File: src/rtl/rapid_pkg.sv
// Shared types and funct3 encodings for the execute stage and its muldiv unit.
package rapid_pkg;

    // Decoded control bundle carried alongside each instruction
    typedef struct packed {
        logic       alu_imm;
        logic       alu_reg;
        logic       cond_branch;
        logic       uncond_branch;
        logic       load_upper_imm;
        logic       mem;
        logic       muldiv;
        logic       iop;
        logic [2:0] fcs_opcode;
    } control_s;

    function automatic control_s control_s_default();
        control_s c;
        c = '0;
        return c;
    endfunction

    typedef enum logic [1:0] {
        EX_IDLE = 2'd0,
        EX_ITER = 2'd1,
        EX_HOLD = 2'd2
    } EX_MD_state_t;

    // ALU funct3
    localparam logic [2:0] ALU_ADD  = 3'b000;
    localparam logic [2:0] ALU_SLL  = 3'b001;
    localparam logic [2:0] ALU_SLT  = 3'b010;
    localparam logic [2:0] ALU_SLTU = 3'b011;
    localparam logic [2:0] ALU_XOR  = 3'b100;
    localparam logic [2:0] ALU_SR   = 3'b101;
    localparam logic [2:0] ALU_OR   = 3'b110;
    localparam logic [2:0] ALU_AND  = 3'b111;

    // Branch funct3
    localparam logic [2:0] BR_BEQ  = 3'b000;
    localparam logic [2:0] BR_BNE  = 3'b001;
    localparam logic [2:0] BR_BLT  = 3'b100;
    localparam logic [2:0] BR_BGE  = 3'b101;
    localparam logic [2:0] BR_BLTU = 3'b110;
    localparam logic [2:0] BR_BGEU = 3'b111;

    // Unconditional jump selector
    localparam logic [2:0] JMP_JAL  = 3'b010;
    localparam logic [2:0] JMP_JALR = 3'b011;

    // Load/store funct3
    localparam logic [2:0] LS_B  = 3'b000;
    localparam logic [2:0] LS_H  = 3'b001;
    localparam logic [2:0] LS_W  = 3'b010;
    localparam logic [2:0] LS_BU = 3'b100;
    localparam logic [2:0] LS_HU = 3'b101;

    // RV32M funct3
    localparam logic [2:0] MD_MUL    = 3'b000;
    localparam logic [2:0] MD_MULH   = 3'b001;
    localparam logic [2:0] MD_MULHSU = 3'b010;
    localparam logic [2:0] MD_MULHU  = 3'b011;
    localparam logic [2:0] MD_DIV    = 3'b100;
    localparam logic [2:0] MD_DIVU   = 3'b101;
    localparam logic [2:0] MD_REM    = 3'b110;
    localparam logic [2:0] MD_REMU   = 3'b111;

endpackage

File: src/rtl/muldiv_iter.sv
// Iterative RV32M unit: shift-add multiply / restoring divide on magnitudes,
// ITER_BITS steps per cycle, sign fixed on the final cycle. DIV/REM corner
// cases (zero divisor, MIN/-1) are flagged combinationally so the caller can
// retire them without starting an iteration.
module muldiv_iter
    import rapid_pkg::*;
#(
    parameter int unsigned XLEN      = 32,
    parameter int unsigned ITER_BITS = 1
) (
    input  logic            i_clk,
    input  logic            i_reset_n,
    input  logic            i_start,
    input  logic            i_flush,
    input  logic [2:0]      i_op,
    input  logic [XLEN-1:0] i_a,
    input  logic [XLEN-1:0] i_b,
    output logic            o_fast,
    output logic [XLEN-1:0] o_fast_result,
    output logic            o_done,
    output logic [XLEN-1:0] o_result
);

    localparam int unsigned ITER_CYCLES = XLEN / ITER_BITS;
    localparam int unsigned CNT_W       = $clog2(ITER_CYCLES + 1);
    localparam logic [XLEN-1:0] XMIN    = {1'b1, {(XLEN-1){1'b0}}};

    // acc holds {hi, lo}: product accumulator or {remainder, quotient}
    logic [2*XLEN-1:0] acc_q, acc_d, acc_step, prod;
    logic [XLEN-1:0]   b_q, b_d, a_mag, b_mag, part;
    logic [2:0]        op_q, op_d;
    logic              neg_q, neg_d;
    logic [CNT_W-1:0]  cnt_q, cnt_d;
    logic              is_div, is_rem, a_signed, b_signed, a_neg, b_neg;
    logic [XLEN:0]     rem_sh, sum;

    // Operand decode and the non-iterating DIV/REM cases
    always_comb begin
        is_div   = i_op[2];
        is_rem   = i_op[2] & i_op[1];
        a_signed = is_div ? ~i_op[0] : ((i_op == MD_MULH) | (i_op == MD_MULHSU));
        b_signed = is_div ? ~i_op[0] : (i_op == MD_MULH);
        a_neg    = a_signed & i_a[XLEN-1];
        b_neg    = b_signed & i_b[XLEN-1];
        a_mag    = a_neg ? -i_a : i_a;
        b_mag    = b_neg ? -i_b : i_b;
        o_fast        = 1'b0;
        o_fast_result = '0;
        if (is_div && (i_b == '0)) begin
            o_fast        = 1'b1;
            o_fast_result = is_rem ? i_a : '1;
        end else if (is_div && !i_op[0] && (i_a == XMIN) && (i_b == '1)) begin
            o_fast        = 1'b1;
            o_fast_result = is_rem ? '0 : XMIN;
        end
    end

    // One cycle worth of iteration steps applied to the current accumulator
    always_comb begin
        acc_step = acc_q;
        rem_sh   = '0;
        sum      = '0;
        for (int k = 0; k < int'(ITER_BITS); k++) begin
            if (op_q[2]) begin
                rem_sh = {acc_step[2*XLEN-1:XLEN], acc_step[XLEN-1]};
                acc_step[XLEN-1:0] = {acc_step[XLEN-2:0], 1'b0};
                if (rem_sh >= {1'b0, b_q}) begin
                    rem_sh      = rem_sh - {1'b0, b_q};
                    acc_step[0] = 1'b1;
                end
                acc_step[2*XLEN-1:XLEN] = rem_sh[XLEN-1:0];
            end else begin
                sum      = {1'b0, acc_step[2*XLEN-1:XLEN]} + (acc_step[0] ? {1'b0, b_q} : '0);
                acc_step = {sum, acc_step[XLEN-1:1]};
            end
        end
    end

    // Result selection with sign correction on the final step
    always_comb begin
        prod = neg_q ? -acc_step : acc_step;
        part = op_q[1] ? acc_step[2*XLEN-1:XLEN] : acc_step[XLEN-1:0];
        if (op_q[2]) begin
            o_result = neg_q ? -part : part;
        end else if (op_q[1:0] == 2'b00) begin
            o_result = prod[XLEN-1:0];
        end else begin
            o_result = prod[2*XLEN-1:XLEN];
        end
        o_done = (cnt_q == CNT_W'(1));
    end

    // Load on start, step while the counter runs, abort on flush
    always_comb begin
        acc_d = acc_q;
        b_d   = b_q;
        op_d  = op_q;
        neg_d = neg_q;
        cnt_d = cnt_q;
        if (i_flush) begin
            cnt_d = '0;
        end else if (i_start) begin
            acc_d = {{XLEN{1'b0}}, a_mag};
            b_d   = b_mag;
            op_d  = i_op;
            neg_d = is_rem ? a_neg : (a_neg ^ b_neg);
            cnt_d = CNT_W'(ITER_CYCLES);
        end else if (cnt_q != '0) begin
            acc_d = acc_step;
            cnt_d = cnt_q - CNT_W'(1);
        end
    end

    // Iteration state registers
    always_ff @(posedge i_clk or negedge i_reset_n) begin
        if (!i_reset_n) begin
            acc_q <= '0;
            b_q   <= '0;
            op_q  <= '0;
            neg_q <= 1'b0;
            cnt_q <= '0;
        end else begin
            acc_q <= acc_d;
            b_q   <= b_d;
            op_q  <= op_d;
            neg_q <= neg_d;
            cnt_q <= cnt_d;
        end
    end

endmodule

File: src/rtl/execute_muldiv_stage.sv
// Execute stage with valid/ready handshakes, flush and an iterative RV32M unit.
// Single-cycle ops retire one cycle after accept; MUL/DIV occupy EX_ITER.
// Optional macro EX_PERF_CNT_EN adds o_stall_cycles / o_muldiv_count.
module execute_muldiv_stage
    import rapid_pkg::*;
#(
    parameter int unsigned XLEN      = 32,
    parameter int unsigned ITER_BITS = 1
) (
    input  logic            i_clk,
    input  logic            i_reset_n,
    input  logic            i_flush,
    input  logic            i_valid,
    output logic            o_ready,
    input  logic [XLEN-1:0] i_pc,
    input  control_s        i_control_signal,
    input  logic [XLEN-1:0] i_rs1,
    input  logic [XLEN-1:0] i_rs2,
    input  logic [XLEN-1:0] i_imm,
    output logic            o_valid,
    input  logic            i_ready,
    output control_s        o_control_signal,
    output logic [XLEN-1:0] o_rd_output,
    output logic [XLEN-1:0] o_rs2,
    output logic [XLEN-1:0] o_pc_ext,
    output logic            o_pc_load,
`ifdef EX_PERF_CNT_EN
    output logic [31:0]     o_stall_cycles,
    output logic [31:0]     o_muldiv_count,
`endif
    output EX_MD_state_t    o_state
);

    localparam int unsigned SHW = $clog2(XLEN);

    EX_MD_state_t    state_q, state_d;
    control_s        ctrl_q, ctrl_d;
    logic [XLEN-1:0] rd_q, rd_d, rs2_q, rs2_d, pc_ext_q, pc_ext_d;
    logic            pc_load_q, pc_load_d;
    logic            accept, md_start, md_fast, md_done;
    logic [XLEN-1:0] md_fast_result, md_result;
    logic [XLEN-1:0] op2, pc_plus4, alu_res, ex_rd, ex_pc_ext;
    logic [SHW-1:0]  shamt;
    logic            br_taken, ex_pc_load;

    muldiv_iter #(
        .XLEN      (XLEN),
        .ITER_BITS (ITER_BITS)
    ) u_muldiv (
        .i_clk         (i_clk),
        .i_reset_n     (i_reset_n),
        .i_start       (md_start),
        .i_flush       (i_flush),
        .i_op          (i_control_signal.fcs_opcode),
        .i_a           (i_rs1),
        .i_b           (i_rs2),
        .o_fast        (md_fast),
        .o_fast_result (md_fast_result),
        .o_done        (md_done),
        .o_result      (md_result)
    );

    assign o_ready = (state_q == EX_IDLE) | ((state_q == EX_HOLD) & i_ready);
    assign accept  = i_valid & o_ready & ~i_flush;

    // Single-cycle ALU / branch / jump / upper-immediate / address result
    always_comb begin
        op2      = i_control_signal.alu_imm ? i_imm : i_rs2;
        shamt    = op2[SHW-1:0];
        pc_plus4 = i_pc + XLEN'(4);
        alu_res  = '0;
        br_taken = 1'b0;
        case (i_control_signal.fcs_opcode)
            ALU_ADD:  alu_res = (i_control_signal.iop & i_control_signal.alu_reg) ?
                                i_rs1 - op2 : i_rs1 + op2;
            ALU_SLL:  alu_res = i_rs1 << shamt;
            ALU_SLT:  alu_res = {{(XLEN-1){1'b0}}, $signed(i_rs1) < $signed(op2)};
            ALU_SLTU: alu_res = {{(XLEN-1){1'b0}}, i_rs1 < op2};
            ALU_XOR:  alu_res = i_rs1 ^ op2;
            ALU_SR:   alu_res = i_control_signal.iop ? XLEN'($signed(i_rs1) >>> shamt) :
                                i_rs1 >> shamt;
            ALU_OR:   alu_res = i_rs1 | op2;
            ALU_AND:  alu_res = i_rs1 & op2;
            default:  alu_res = '0;
        endcase
        case (i_control_signal.fcs_opcode)
            BR_BEQ:  br_taken = (i_rs1 == i_rs2);
            BR_BNE:  br_taken = (i_rs1 != i_rs2);
            BR_BLT:  br_taken = ($signed(i_rs1) < $signed(i_rs2));
            BR_BGE:  br_taken = ($signed(i_rs1) >= $signed(i_rs2));
            BR_BLTU: br_taken = (i_rs1 < i_rs2);
            BR_BGEU: br_taken = (i_rs1 >= i_rs2);
            default: br_taken = 1'b0;
        endcase
        ex_rd      = alu_res;
        ex_pc_ext  = '0;
        ex_pc_load = 1'b0;
        if (i_control_signal.cond_branch) begin
            ex_rd      = '0;
            ex_pc_load = br_taken;
            ex_pc_ext  = br_taken ? i_pc + i_imm : pc_plus4;
        end else if (i_control_signal.uncond_branch) begin
            ex_rd      = pc_plus4;
            ex_pc_load = 1'b1;
            ex_pc_ext  = (i_control_signal.fcs_opcode == JMP_JALR) ?
                         ((i_rs1 + i_imm) & ~XLEN'(1)) : i_pc + i_imm;
        end else if (i_control_signal.load_upper_imm) begin
            ex_rd = i_control_signal.iop ? i_imm : i_pc + i_imm;
        end else if (i_control_signal.mem) begin
            ex_rd = i_rs1 + i_imm;
        end
    end

    // Next state and output-register updates; flush overrides everything
    always_comb begin
        state_d   = state_q;
        ctrl_d    = ctrl_q;
        rd_d      = rd_q;
        rs2_d     = rs2_q;
        pc_ext_d  = pc_ext_q;
        pc_load_d = pc_load_q;
        md_start  = 1'b0;
        if (i_flush) begin
            state_d   = EX_IDLE;
            pc_load_d = 1'b0;
        end else begin
            case (state_q)
                EX_IDLE, EX_HOLD: begin
                    if (accept) begin
                        ctrl_d = i_control_signal;
                        rs2_d  = i_rs2;
                        if (i_control_signal.muldiv) begin
                            pc_ext_d  = '0;
                            pc_load_d = 1'b0;
                            if (md_fast) begin
                                rd_d    = md_fast_result;
                                state_d = EX_HOLD;
                            end else begin
                                md_start = 1'b1;
                                state_d  = EX_ITER;
                            end
                        end else begin
                            rd_d      = ex_rd;
                            pc_ext_d  = ex_pc_ext;
                            pc_load_d = ex_pc_load;
                            state_d   = EX_HOLD;
                        end
                    end else if ((state_q == EX_HOLD) && i_ready) begin
                        state_d = EX_IDLE;
                    end
                end
                EX_ITER: begin
                    if (md_done) begin
                        rd_d    = md_result;
                        state_d = EX_HOLD;
                    end
                end
                default: state_d = EX_IDLE;
            endcase
        end
    end

    // State and output registers
    always_ff @(posedge i_clk or negedge i_reset_n) begin
        if (!i_reset_n) begin
            state_q   <= EX_IDLE;
            ctrl_q    <= control_s_default();
            rd_q      <= '0;
            rs2_q     <= '0;
            pc_ext_q  <= '0;
            pc_load_q <= 1'b0;
        end else begin
            state_q   <= state_d;
            ctrl_q    <= ctrl_d;
            rd_q      <= rd_d;
            rs2_q     <= rs2_d;
            pc_ext_q  <= pc_ext_d;
            pc_load_q <= pc_load_d;
        end
    end

    assign o_valid          = (state_q == EX_HOLD);
    assign o_state          = state_q;
    assign o_control_signal = ctrl_q;
    assign o_rd_output      = rd_q;
    assign o_rs2            = rs2_q;
    assign o_pc_ext         = pc_ext_q;
    assign o_pc_load        = pc_load_q;

`ifdef EX_PERF_CNT_EN
    logic [31:0] stall_q, stall_d, mdc_q, mdc_d;
    logic        md_complete;

    // Saturating counters; cycles with flush asserted leave them untouched
    always_comb begin
        stall_d     = stall_q;
        mdc_d       = mdc_q;
        md_complete = ~i_flush & (((state_q == EX_ITER) & md_done) |
                                  (accept & i_control_signal.muldiv & md_fast));
        if (!i_flush && o_valid && !i_ready && (stall_q != '1)) begin
            stall_d = stall_q + 32'd1;
        end
        if (md_complete && (mdc_q != '1)) begin
            mdc_d = mdc_q + 32'd1;
        end
    end

    // Counter registers
    always_ff @(posedge i_clk or negedge i_reset_n) begin
        if (!i_reset_n) begin
            stall_q <= '0;
            mdc_q   <= '0;
        end else begin
            stall_q <= stall_d;
            mdc_q   <= mdc_d;
        end
    end

    assign o_stall_cycles = stall_q;
    assign o_muldiv_count = mdc_q;
`endif

endmodule

File: config.mk
export PLATFORM = sky130hd
export DESIGN_NAME = execute_muldiv_stage
export DESIGN_NICKNAME = d
export VERILOG_FILES = /design/src/rtl/rapid_pkg.sv /design/src/rtl/muldiv_iter.sv /design/src/rtl/execute_muldiv_stage.sv
export SDC_FILE = /design/constraint.sdc
export NUM_CORES = 2
export LEC_CHECK = 0
export CORE_MARGIN = 2
export CORE_UTILIZATION = 39
export DETAILED_ROUTE_END_ITERATION = 8
export GPL_ROUTABILITY_DRIVEN = 0
export GPL_TIMING_DRIVEN = 0
export PLACE_DENSITY_LB_ADDON = 0.12
export SYNTH_ARGS = -nofsm -noshare
export SYNTH_HDL_FRONTEND = slang
export SYNTH_SLANG_ARGS = --single-unit
File: constraint.sdc
create_clock -name i_clk -period 6.7 [get_ports i_clk]
set_input_delay 0.67 -clock i_clk [delete_from_list [all_inputs] [get_ports i_clk]]
set_output_delay 0.67 -clock i_clk [all_outputs]
set_load 0.005 [all_outputs]
==> results.txt <==
Lkg Pwr - 15.8 nW
Most frequent CP cell - clkbuf_2
Global route overflow - 0
Placed inst area - 0.0381 mm²
Tightest Pin Transition - 1.37 ns
Finished Cell Area - 0.0394 mm²
CTS buffer count - 27
Switching pwr - 8.50 mW
Startpoint Class - primary input
Primary FF master, synth - dfrtp_1
Fillcell total - 9013
Synth cell count leaders - nand2_1 (583), nor2_1 (510), o21ai_0 (485), a21oi_1 (441), ha_1 (263)
I/O Pins - 256
Cell variety after synth - 106
Most frequent cell after synthesis - nand2_1
Vias in the first global route - 39700
Post-synthesis sequential area ratio - 0.159
Final #Nets - 5547
CP max FO - 11
Max_slew headroom - 0.0790
Syn Nets - 5259
Reg2reg end - o_rd_output[30]
Max Cap Violations - 0
Combinational share of power - 0.732
Sequential share of power - 0.161
Layout Utilization - 0.455
Chain of cells forming the critical path - clkdlybuf4s50_1 > mux2i_1 > clkbuf_2 > clkbuf_2 > clkbuf_2 > clkbuf_2 > ha_1 > inv_1 > o221ai_1 > a211oi_2 > a2111oi_4 > o21ai_0 > a21oi_1 > o21ai_0 > xnor2_1 > o21ai_0 > o2111ai_1 > nand4_1 > o21ai_1
Clock skew - 0.0109 ns
Non-filler cells, final - 6322
Final worst setup slack - -0.110 ns
Hold Crit Class - primary input to asynchronous set/reset pin
Via Count - 43000
Status - finished, violations left
TNS Setup - -0.230 ns
Die X - 300 µm
Minimum clock period - 6.81 ns
Synth top area share - 0.159
Failing checks - design-rule violations, negative setup slack
Layout area overhead - 15.7%
DR DRC count - 216
Sw Ratio - 0.578
Total GRT Usage - 0.430
Longest Clk Path Bufs - 3
Initial antenna violation count - 24
Full die area - 0.0897 mm²
Area leader, netlist - dfrtp_1
Synth area leaders - dfrtp_1 (16%), ha_1 (9.7%), o21ai_0 (7.1%)
Vias/cell - 6.81
Worst path slowest cell - o2111ai_1
DIE HEIGHT - 300 µm
Place WS - -2.38 ns
Final setup violation count - 6
Initial Utilization - 0.393
Htree depth - 1
TritonCTS sink count - 216
Crit Path Class - primary input to flop
Worst reg2reg path depth - 21
Post-Synthesis Cells - 4846
Synthesized area - 0.0341 mm²
Placed cells - 6259
Critical path required time - 7.22 ns
Clock Latency Late Sink - 0.60 ns
Final Hold Fails - 0
Final antenna-violating net count - 0
Routed length per instance - 31.9 µm
Wirelength, routed - 201000 µm
Pin count of the biggest net entering global routing - 116
IO Port Bufs - 253
RSZ-0062 raised after global routing - true
R2R Setup Slk - 0.03 ns
Number of flops mapped to enable cells by yosys - 0
Crit end category - flop
Hold WS - 0.461 ns
DP HPWL - 158000 µm
WP data arrival - 7.33 ns
P per Cell Area - 373 mW/mm²
Clk pwr share - 0.107
Root buf cell - clkbuf_16
Total power - 14.7 mW
Crit share post-route - 1.02
Max VDD drop - 0.310 mV
Core Area - 0.0866 mm²
Final Max Tran Viols - 0
Async SR Flop Fraction - 1.00
Max Fclk - 147 MHz
DRT Pass-1 Iters - 9
Worst path max stage delay - 0.92 ns
Ys Warns - 0
Layout cells sized above 1 - 0.0491
First-pass GRT wire length - 283000 µm
Int Pwr - 6.22 mW
Synth Register Bits - 216
# rows - 108
Clock transition at path regs - 0.06 ns
CTS tree - done
Drt first-iter violations - 6737
R2r startpoint - u_muldiv.op_q[2]
Average size of a mapped cell - 7.03 µm²
[cells by family after synthesis]
| group | Yosys count | synth area share |
|---|---|---|
| compound gates | 1715 | 0.321 |
| buf+inv | 526 | 0.0595 |
| flops | 216 | 0.159 |
| fa+ha+maj | 269 | 0.100 |
| simple gates | 1652 | 0.221 |
| xor+xnor | 270 | 0.0694 |
| mux | 198 | 0.0705 |
[critical path, delay by kind of cell]
family                   cells  cell delay (ns)
multiplexers                 1             0.34
XOR/XNOR                     1             0.36
AO/OA/AOI/OAI                9             3.21
AND/OR/NAND/NOR              1             0.25
buffers and inverters        6             2.11
adder cells (fa/ha/maj)      1             0.36
[layer usage]
metal  routed length, µm  GRT usage  vias to the layer above
met2               81500      0.634                     3357
met3               28800      0.180                     1070
met1               70400      0.494                    20200
met5                 172    0.00265                        -
li1                    -          -                    18400
met4               20600      0.323                       22
[state kept, by name, indices dropped and copies added, names as in the netlist, 2 cells and up]
register          flops
u_muldiv.acc_q       64
o_pc_ext             32
o_rd_output          32
o_rs2                32
u_muldiv.b_q         32
o_control_signal     11
u_muldiv.cnt_q        6
u_muldiv.op_q         3
o_state               2
[power groups by stage]
stage / Combinational, mW / Sequential (mW) / Clock (mW)
floorplan: 6.39 / 2.09 / 0
global placement: 9.95 / 2.34 / 0
detailed placement: 9.98 / 2.34 / 0
CTS: 10.1 / 2.33 / 1.59
global route: 11.2 / 2.39 / 1.64
finish: 10.8 / 2.37 / 1.58
[how the worst max path moves through the flow]
| stage | startpoint | endpoint | cells past startpoint |
|---|---|---|---|
| after floorplan | i_control_signal[10] | o_rd_output[28] | 21 |
| after global placement | i_reset_n | o_pc_ext[8] | 1 |
| after detailed placement | i_imm[1] | o_rd_output[28] | 21 |
| after CTS | i_imm[4] | o_rd_output[27] | 19 |
| after global routing | i_imm[3] | o_rd_output[21] | 20 |
| final | i_imm[2] | o_rd_output[23] | 19 |
[cells in the final DEF (no fill, tap or decap), types with 43 or more instances in the layout]
master,synthesis,routed
a21o_1,68,68
nand4_1,53,53
o211ai_1,66,66
xnor2_1,193,192
ha_1,263,263
nand2_1,583,583
o31ai_1,54,54
nand3_1,98,98
mux2i_1,145,142
inv_1,206,206
a221oi_1,46,43
o21a_1,56,55
a21oi_1,441,437
dfrtp_1,216,216
a31oi_1,64,62
nor2_1,510,508
nor3_1,120,120
o21ai_0,485,473
clkdlybuf4s50_1,0,249
xor2_1,77,77
a211oi_1,72,68
clkbuf_1,244,234
[final cells by class]
type / instances / area [µm²] / area share
diodes: 12 / 30.0 / 0.000762
repair buffers: 265 / 2670 / 0.0677
clock inverters: 16 / 189 / 0.00479
clock buffers: 34 / 742 / 0.0188
multi-input cells: 4104 / 26900 / 0.683
flip-flops and latches: 216 / 5410 / 0.137
plain buffers: 304 / 1220 / 0.0310
inverters: 216 / 812 / 0.0206
well taps: 1155 / 1450 / 0.0367
[repair_timing]
| action | CTS | global route |
|---|---|---|
| hold buffers | 1 | 0 |
| pin swaps | 2 | 1 |
| endpoints found under the setup margin | 27 | 26 |
| gates resized for setup | 44 | 42 |
| buffers inserted | 3 | 3 |
| endpoints found under the hold margin | 3 | 0 |
Power figures use the tool's default switching activity.
